==> src/rtl/adc_capture.sv <==
// ADC capture front end: generates the ADC sample clock, captures samples, and
// reports per-window max/min/peak-to-peak, realigned by sweep_sync pulses.
module adc_capture #(
   parameter int CLK_DIV    = 4,
   parameter int PIPE_DLY   = 8,
   parameter int SETTLE_LEN = 16,
   parameter int WIN_LEN    = 1024
) (
   input  logic        sys_clk,
   input  logic        sys_rst_n,
   input  logic [13:0] ad_data,
   input  logic        ad_otr,
   input  logic        sweep_sync,
   output logic        ad_clk,
   output logic        smp_valid,
   output logic [13:0] smp_data,
   output logic        amp_valid,
   output logic [13:0] amp_max,
   output logic [13:0] amp_min,
   output logic [13:0] amp_vpp,
   output logic        amp_ovr,
   output logic [15:0] win_idx
);

   localparam int DIV_W = (CLK_DIV > 2) ? $clog2(CLK_DIV) : 1;
   localparam logic [DIV_W-1:0] DIV_LAST = DIV_W'(CLK_DIV - 1);
   localparam logic [DIV_W-1:0] DIV_HALF = DIV_W'(CLK_DIV / 2);
   localparam logic [DIV_W-1:0] CAP_CNT  = DIV_W'(CLK_DIV / 2 - 1);
   localparam logic [DIV_W-1:0] DIV_ONE  = DIV_W'(1);

   localparam logic [15:0] PIPE_LAST   = 16'((PIPE_DLY > 0) ? PIPE_DLY - 1 : 0);
   localparam logic [15:0] SETTLE_LAST = 16'((SETTLE_LEN > 0) ? SETTLE_LEN - 1 : 0);
   localparam logic [15:0] WIN_LAST    = 16'(WIN_LEN - 1);

   typedef enum logic [1:0] {
      ST_FLUSH,
      ST_SETTLE,
      ST_ACQ
   } state_t;

   // A zero-length discard phase collapses straight into acquisition.
   localparam state_t RESET_STATE = (PIPE_DLY == 0) ? ST_ACQ : ST_FLUSH;
   localparam state_t SYNC_STATE  = (SETTLE_LEN == 0) ? ST_ACQ : ST_SETTLE;

   logic [DIV_W-1:0] div_cnt;
   logic [DIV_W-1:0] div_nxt;
   logic             cap_edge;

   state_t      state;
   state_t      state_nxt;
   logic [15:0] scnt;
   logic [15:0] scnt_nxt;
   logic        accept;
   logic        win_end;

   logic [13:0] run_max;
   logic [13:0] run_min;
   logic        run_ovr;
   logic        win_done;

   always_comb begin
      div_nxt  = (div_cnt == DIV_LAST) ? '0 : div_cnt + DIV_ONE;
      cap_edge = (div_cnt == CAP_CNT);
   end

   // ad_clk is registered from the next divider value so it lines up with div_cnt.
   always_ff @(posedge sys_clk or negedge sys_rst_n) begin
      if (!sys_rst_n) begin
         div_cnt <= '0;
         ad_clk  <= 1'b0;
      end else begin
         div_cnt <= div_nxt;
         ad_clk  <= (div_nxt >= DIV_HALF);
      end
   end

   always_ff @(posedge sys_clk or negedge sys_rst_n) begin
      if (!sys_rst_n) begin
         state <= RESET_STATE;
         scnt  <= '0;
      end else begin
         state <= state_nxt;
         scnt  <= scnt_nxt;
      end
   end

   // Sync takes priority over a coincident capture edge, so that sample is dropped.
   always_comb begin
      state_nxt = state;
      scnt_nxt  = scnt;
      accept    = 1'b0;
      win_end   = 1'b0;
      if (sweep_sync) begin
         state_nxt = SYNC_STATE;
         scnt_nxt  = '0;
      end else if (cap_edge) begin
         case (state)
            ST_FLUSH: begin
               if (scnt == PIPE_LAST) begin
                  state_nxt = ST_ACQ;
                  scnt_nxt  = '0;
               end else begin
                  scnt_nxt = scnt + 16'd1;
               end
            end
            ST_SETTLE: begin
               if (scnt == SETTLE_LAST) begin
                  state_nxt = ST_ACQ;
                  scnt_nxt  = '0;
               end else begin
                  scnt_nxt = scnt + 16'd1;
               end
            end
            ST_ACQ: begin
               accept = 1'b1;
               if (scnt == WIN_LAST) begin
                  win_end  = 1'b1;
                  scnt_nxt = '0;
               end else begin
                  scnt_nxt = scnt + 16'd1;
               end
            end
            default: begin
               state_nxt = RESET_STATE;
               scnt_nxt  = '0;
            end
         endcase
      end
   end

   // Window results are published one cycle after the final sample's strobe.
   always_ff @(posedge sys_clk or negedge sys_rst_n) begin
      if (!sys_rst_n) begin
         smp_valid <= 1'b0;
         smp_data  <= '0;
         run_max   <= '0;
         run_min   <= '0;
         run_ovr   <= 1'b0;
         win_done  <= 1'b0;
         amp_valid <= 1'b0;
         amp_max   <= '0;
         amp_min   <= '0;
         amp_vpp   <= '0;
         amp_ovr   <= 1'b0;
         win_idx   <= '0;
      end else begin
         smp_valid <= accept;
         win_done  <= win_end;
         amp_valid <= 1'b0;
         if (accept) begin
            smp_data <= ad_data;
            if (scnt == 16'd0) begin
               run_max <= ad_data;
               run_min <= ad_data;
               run_ovr <= ad_otr;
            end else begin
               if (ad_data > run_max) run_max <= ad_data;
               if (ad_data < run_min) run_min <= ad_data;
               run_ovr <= run_ovr | ad_otr;
            end
         end
         if (sweep_sync) begin
            win_idx <= '0;
         end else if (win_done) begin
            amp_valid <= 1'b1;
            amp_max   <= run_max;
            amp_min   <= run_min;
            amp_vpp   <= run_max - run_min;
            amp_ovr   <= run_ovr;
            win_idx   <= win_idx + 16'd1;
         end
      end
   end

endmodule

==> config.mk <==
export PLATFORM = sky130hd
export DESIGN_NAME = adc_capture
export DESIGN_NICKNAME = d
export VERILOG_FILES = /design/src/rtl/adc_capture.sv
export SDC_FILE = /design/constraint.sdc
export NUM_CORES = 1
export LEC_CHECK = 0
export CORE_MARGIN = 2
export CORE_UTILIZATION = 30
export DETAILED_ROUTE_END_ITERATION = 10
export SLEW_MARGIN = 10
export SYNTH_ARGS = -nofsm -noshare
export SYNTH_HDL_FRONTEND = slang
export SYNTH_SLANG_ARGS = --single-unit
==> constraint.sdc <==
create_clock -name sys_clk -period 2.4 [get_ports sys_clk]
set_clock_uncertainty 0.15 [all_clocks]
set_input_delay 0.48 -clock sys_clk [delete_from_list [all_inputs] [get_ports sys_clk]]
set_output_delay 0.48 -clock sys_clk [all_outputs]
set_load 0.01 [all_outputs]
# After elaboration in Yosys (flattened, before gate mapping)
# Cells that the tools add are included.
totals:
  register_bits: 126
  inputBits: 18
  output_inout_bits: 76
  word_cells: 73
op_classes:
  add_sub_neg: 4
  order_cmp: 3
  eq_ne: 10
  mux: 28
  bitwise_logic: 2
  n_reduce_logical: 10
ops:
  columns: ["cell", "n"]
  rows:
  - ["2-to-1 mux 16 bit", 7]
  - ["2-to-1 mux 14 bit", 4]
  - ["one-hot mux 16 bit (3 select lines)", 1]
  - ["adder 16 x 1 -> 16 bit, second input constant", 2]
  - ["equality test 16 x 10 -> 1 bit, second input constant", 1]
  - ["equality test 16 x 3 -> 1 bit, second input constant", 1]
  - ["equality test 16 x 4 -> 1 bit, second input constant", 1]
  - ["zero test 16 bit", 1]
  - ["greater-than comparator 14 bit", 1]
  - ["less-than comparator 14 bit", 1]
  - ["subtractor 14 bit", 1]
  - ["2-to-1 mux 1 bit", 10]
  - ["2-to-1 mux 2 bit", 5]
  - ["nonzero test 2 bit", 4]
  - ["inequality test 3 bit, second input constant", 2]
  - ["one-hot mux 2 bit (3 select lines)", 1]
  - ["AND reduction 2 bit", 3]
  - ["equality test 2 x 1 -> 1 bit, second input constant", 2]
  - ["equality test 2 bit, second input constant", 2]
  - ["AND reduction 4 bit", 1]
  - ["adder 2 x 1 -> 2 bit, second input constant", 1]
  - [">= comparator 2 bit, second input constant", 1]
  - ["zero test 2 bit", 1]
  - ["inequality test 2 bit, second input constant", 1]
  - ["2 further kinds", 2]

# Longest topological paths before layout
# Gate-level depths: netlist of the first run.
depth:
  word_depth: 5
  ltp_mapped: 10
  mapped_depth_nobuf: 9

# Worst setup path before layout of the first run
# No wires, ideal clock.
synth_path:
  path_kind: "input port to flip-flop"
  from: "in ad_data[3]"
  to: "reg run_max[10]"
  setup_ns: 0.125
  arrival_ns: 2.110
  t_required_ns: 2.125
  setup_slack_ns: 0.015
  stages: 8
  path_buffers: 1
  cell_sequence: "ha_1 a21o_1 a211oi_1 o21a_1 o21ai_0 a21boi_4 buf_12 mux2_4"
synth_via:
  elab_chain_cells: 3
synth_rtl:
  columns: ["element", "line_no", "text"]
  rows:
  - ["from (decl)", "11", "input logic [13:0] ad_data,"]
  - ["greater-than comparator 14 bit", "157", "if (ad_data > run_max) run_max <= ad_data;"]
  - ["nonzero test 2 bit (no line)", null, null]
  - ["AND reduction 2 bit (no line)", null, null]
  - ["to (signal assigned)", "153", "run_max <= ad_data;"]
  - ["to (signal assigned)", "157", null]
  - ["to (decl)", "56", "logic [13:0] run_max;"]
# Every way passes these cells.
# A chain may end at the register's enable or synchronous reset.

# Worst setup path after layout of the first run
layout_path:
  from: "reg run_max[0]"
  to: "reg amp_vpp[12]"
layout_via:
  elab_chain_cells: 1
layout_rtl:
  columns: ["element", "line_no", "text"]
  rows:
  - ["subtractor 14 bit", "168", "amp_vpp <= run_max - run_min;"]
  - ["to (signal assigned)", "168", null]
  - ["to (decl)", "20", "output logic [13:0] amp_vpp,"]
# Every way passes these cells.

==> results of run 1 <==
[layer usage]
metal  vias up  global-route usage, %  routed length, um
met4         0                  4.717                199
met3        13                  3.567                614
met1      2446                  20.57               8002
li1       2607                      -                  -
met2       105                  23.37               7243
met5         -                      0                  0
[power breakdown]
part	total [mW]	internal, mW	switching (mW)
Clock	2.97	2.00	0.964
Combinational	0.437	0.204	0.233
Sequential	2.14	2.13	0.0118
[final cells by class]
cell class                      instances  area (um^2)  share of cell area, %
Inverter                               42        157.7                  1.717
Tap cell                              275        344.1                  3.747
Clock inverter                         10        209.0                  2.276
Multi-Input combinational cell        459         3178                  34.61
Sequential cell                       125         3128                  34.06
Clock buffer                           22        464.2                  5.055
Timing Repair Buffer                  187         1702                  18.53
[critical path, cell delays in order, from the launching register on]
cell	delay [ps]
sky130_fd_sc_hd__dfrtp_1	380
sky130_fd_sc_hd__inv_2	70
sky130_fd_sc_hd__ha_4	160
sky130_fd_sc_hd__fa_2	340
sky130_fd_sc_hd__nand2b_4	160
sky130_fd_sc_hd__a21oi_4	130
sky130_fd_sc_hd__o211ai_1	180
sky130_fd_sc_hd__o31ai_2	330
sky130_fd_sc_hd__nor3_1	80
sky130_fd_sc_hd__a211o_1	270
[placed cells by master (no fill, tap or decap), types with 17 or more instances in the layout]
cell type | Yosys | final
sky130_fd_sc_hd__ha_1 | 45 | 36
sky130_fd_sc_hd__a21oi_1 | 31 | 26
sky130_fd_sc_hd__clkbuf_16 | 0 | 17
sky130_fd_sc_hd__buf_4 | 1 | 84
sky130_fd_sc_hd__nor2_1 | 35 | 34
sky130_fd_sc_hd__mux2_2 | 17 | 17
sky130_fd_sc_hd__xor2_1 | 17 | 17
sky130_fd_sc_hd__inv_1 | 42 | 38
sky130_fd_sc_hd__clkdlybuf4s50_1 | 0 | 80
sky130_fd_sc_hd__nand2_1 | 122 | 122
sky130_fd_sc_hd__dfrtp_1 | 125 | 125
sky130_fd_sc_hd__o21ai_0 | 52 | 47
[path summary, 6_finish.rpt]
check,endpoint
hold reg to reg,div_cnt[0]
setup / recovery,amp_vpp[12]
hold / removal,amp_max[9]
min in group sys_clk,div_cnt[0]
max in group asynchronous,win_idx[11]
setup reg to reg,amp_vpp[12]
[cells by family (layout without fill, tap and decap cells)]
logic type,after synthesis,after routing
muxes,31,31
buffers and inverters,62,261
and+or+nand+nor,221,221
AOI/OAI and AO/OA,134,134
adders and majority gates,46,46
xor gates and xnor gates,27,27
DFF,125,125
[sequential cells by signal (all words and copies together) (netlist names), 14 cells and up]
| register | cells |
|---|---|
| amp_min | 14 |
| amp_max | 14 |
| run_min | 14 |
| run_max | 14 |
| amp_vpp | 14 |
| smp_data | 14 |
| win_idx | 16 |
| scnt | 16 |
[per-stage QoR]
| stage | hold WS [ps] | utilization (%) | instance area [um^2] | setup WS [ps] | total power, mW |
|---|---|---|---|---|---|
| after CTS | 255.1 | 43.31 | 9075 | 15.17 | 5.580 |
| after global placement | 166.1 | 39.44 | 8264 | -689.9 | 2.566 |
| after detailed placement | 167.2 | 39.44 | 8264 | -679.8 | 2.572 |
| after floorplan | 34.41 | - | 6376 | 15.27 | 2.356 |
| final | 272.9 | 43.82 | 9183 | 33.79 | 5.544 |
| after global routing | 275.3 | 43.82 | 9183 | -42.49 | 5.755 |
[repair_timing]
action | in CTS | in global routing
pin swaps | 9 | 10
gates resized for setup | 33 | 25
hold buffers | 1 | 0
cloned | 0 | 0
hold endpoints to repair | 69 | 0
setup endpoints to repair | 31 | 37
setup buffers | 3 | 2
==> reports/qor.csv, run 1 <==
metric,value,unit
sequential share of the synthesized area,49.06,%
count of flip-flops with a built-in enable after synthesis,0,
count of standard-cell rows,53,
largest fanout on the critical path,2,
placeable core region,20960,um^2
number of buffers inserted by port buffering,93,
"Reg clk slew, reported paths",60,ps
mean instance size in the synthesized netlist,9.870,um^2
post-synthesis adder-cell area fraction,9.144,%
Total Routed Length,16060,um
ys async rst share,100.0,%
initial antenna violation count,0,
count of antenna diodes in the layout,0,
Pleak,4.323,nW
mux contribution to synthesized area,5.926,%
length of the first detailed-routing pass in iterations,4,
net count of the mapped netlist,710,
sink count of the clock tree,125,
via count of the first global-routing pass,5036,
effective utilization at floorplan,30.43,%
TNS Setup,0,ps
area share of and/or/nand/nor cells after synthesis,15.36,%
Max-Slew Margin vs Limit,59.34,%
final std cells w/o fill,1120,
transition time at the pin with the least slew margin,605.2,ps
Vert. Die Dim,149.8,um
logic depth of the worst register-to-register path,9,
dominant cell by count in the synthesized netlist,sky130_fd_sc_hd__dfrtp_1,
count of unresolved DRC violations after routing,0,
Iteration-0 DRC Markers,204,
GRT Util Overall,14.97,%
primary flip-flop cell chosen by synthesis mapping,sky130_fd_sc_hd__dfrtp_1,
number of hold violations in the final report,0,
worst hold path class,input pin to asynchronous set/reset pin,
final-report setup violation count,0,
number of register bits inferred by synthesis,125,
unique cell type count in the Yosys netlist,52,
HPWL after detailed placement,11830,um
run status,finished clean,
clock buffer depth,2,
layout cells sized above 1,22.25,%
biggest area consumer among synthesized cells,sky130_fd_sc_hd__dfrtp_1,
shortest clock period the worst path allows after layout,2366,ps
Max Freq,422.6,MHz
kind of critical path,flip-flop to flip-flop,
CTS tree,built,
nature of the critical path endpoint,flip-flop,
list of most frequent post-synthesis cells,"125 x sky130_fd_sc_hd__dfrtp_1, 122 x sky130_fd_sc_hd__nand2_1, 52 x sky130_fd_sc_hd__o21ai_0",
power density relative to cell area,603.7,nW/um^2
DR WL/cell,14.34,um
startpoint of the worst-slack reg-to-reg timing path,run_max[0],
"number of placed instances, taps included",1082,
depth of the CTS H-tree,4,
data arrival time at the worst-slack endpoint,2520,ps
global-route wire length before repair,25910,um
pin count of the biggest net entering global routing,53,
fill cell total of the finished layout,2035,
combined area of all synthesized cells,6376,um^2
Post-Syn Instances,646,
final weighted congestion in routability-driven placement,0.8211,
Clock Root Buffer,sky130_fd_sc_hd__clkbuf_16,
crit path from,run_max[0],
detailed-route via count,5171,
Final period util,98.59,%
Max Transition Viols Final,0,
RSZ-0062 raised after global routing,yes,
Die Footprint,22440,um^2
source-to-sink clock delay at the later pin of the worst-skew pair,430,ps
Num CTS Buffers,17,
nature of the critical path startpoint,flip-flop,
dominant combinational cell family by area after synthesis,simple AND/OR/NAND/NOR gates,
final global-route overflow total,0,
synthesis-to-layout area growth,44.01,%
yosys synthesis warning count,0,
register-to-register setup slack,30,ps
via-per-instance ratio,4.617,
fraction of the mapped netlist area in compound gates,12.79,%
Boundary Pins,94,
share of the synthesized area in the top cell type,49.06,%
fin nets,896,
WP data required,2550,ps
count of antenna-violating nets left after detailed routing,0,
top post-synthesis cells by area,"sky130_fd_sc_hd__dfrtp_1 49%, sky130_fd_sc_hd__ha_1 8.8%, sky130_fd_sc_hd__nand2_1 7.2%",
Die Width,149.8,um
maximum capacitance violations,0,
share of the synthesized netlist area taken by xor and xnor gates,3.709,%
"IR drop worst, VDD",0.0005011,V
Note: power is estimated with default switching activity, not from simulation.
==> inputs of run 2 (changes only) <==
--- a/config.mk
+++ b/config.mk
@@ -7,6 +7,7 @@
 export LEC_CHECK = 0
 export CORE_MARGIN = 2
 export CORE_UTILIZATION = 30
+export CTS_CLUSTER_SIZE = 40
 export DETAILED_ROUTE_END_ITERATION = 10
 export SLEW_MARGIN = 10
 export SYNTH_ARGS = -nofsm -noshare
==> results of run 2 <==
The final DEF is identical to that of run 1; final timing and power are the same.
==> inputs of run 3 (changes only) <==
--- a/config.mk
+++ b/config.mk
@@ -9,6 +9,7 @@
 export CORE_UTILIZATION = 30
 export CTS_CLUSTER_SIZE = 40
 export DETAILED_ROUTE_END_ITERATION = 10
+export HOLD_SLACK_MARGIN = 0.05
 export SLEW_MARGIN = 10
 export SYNTH_ARGS = -nofsm -noshare
 export SYNTH_HDL_FRONTEND = slang
==> results of run 3 <==
The final DEF is identical to that of run 1; final timing and power are the same.
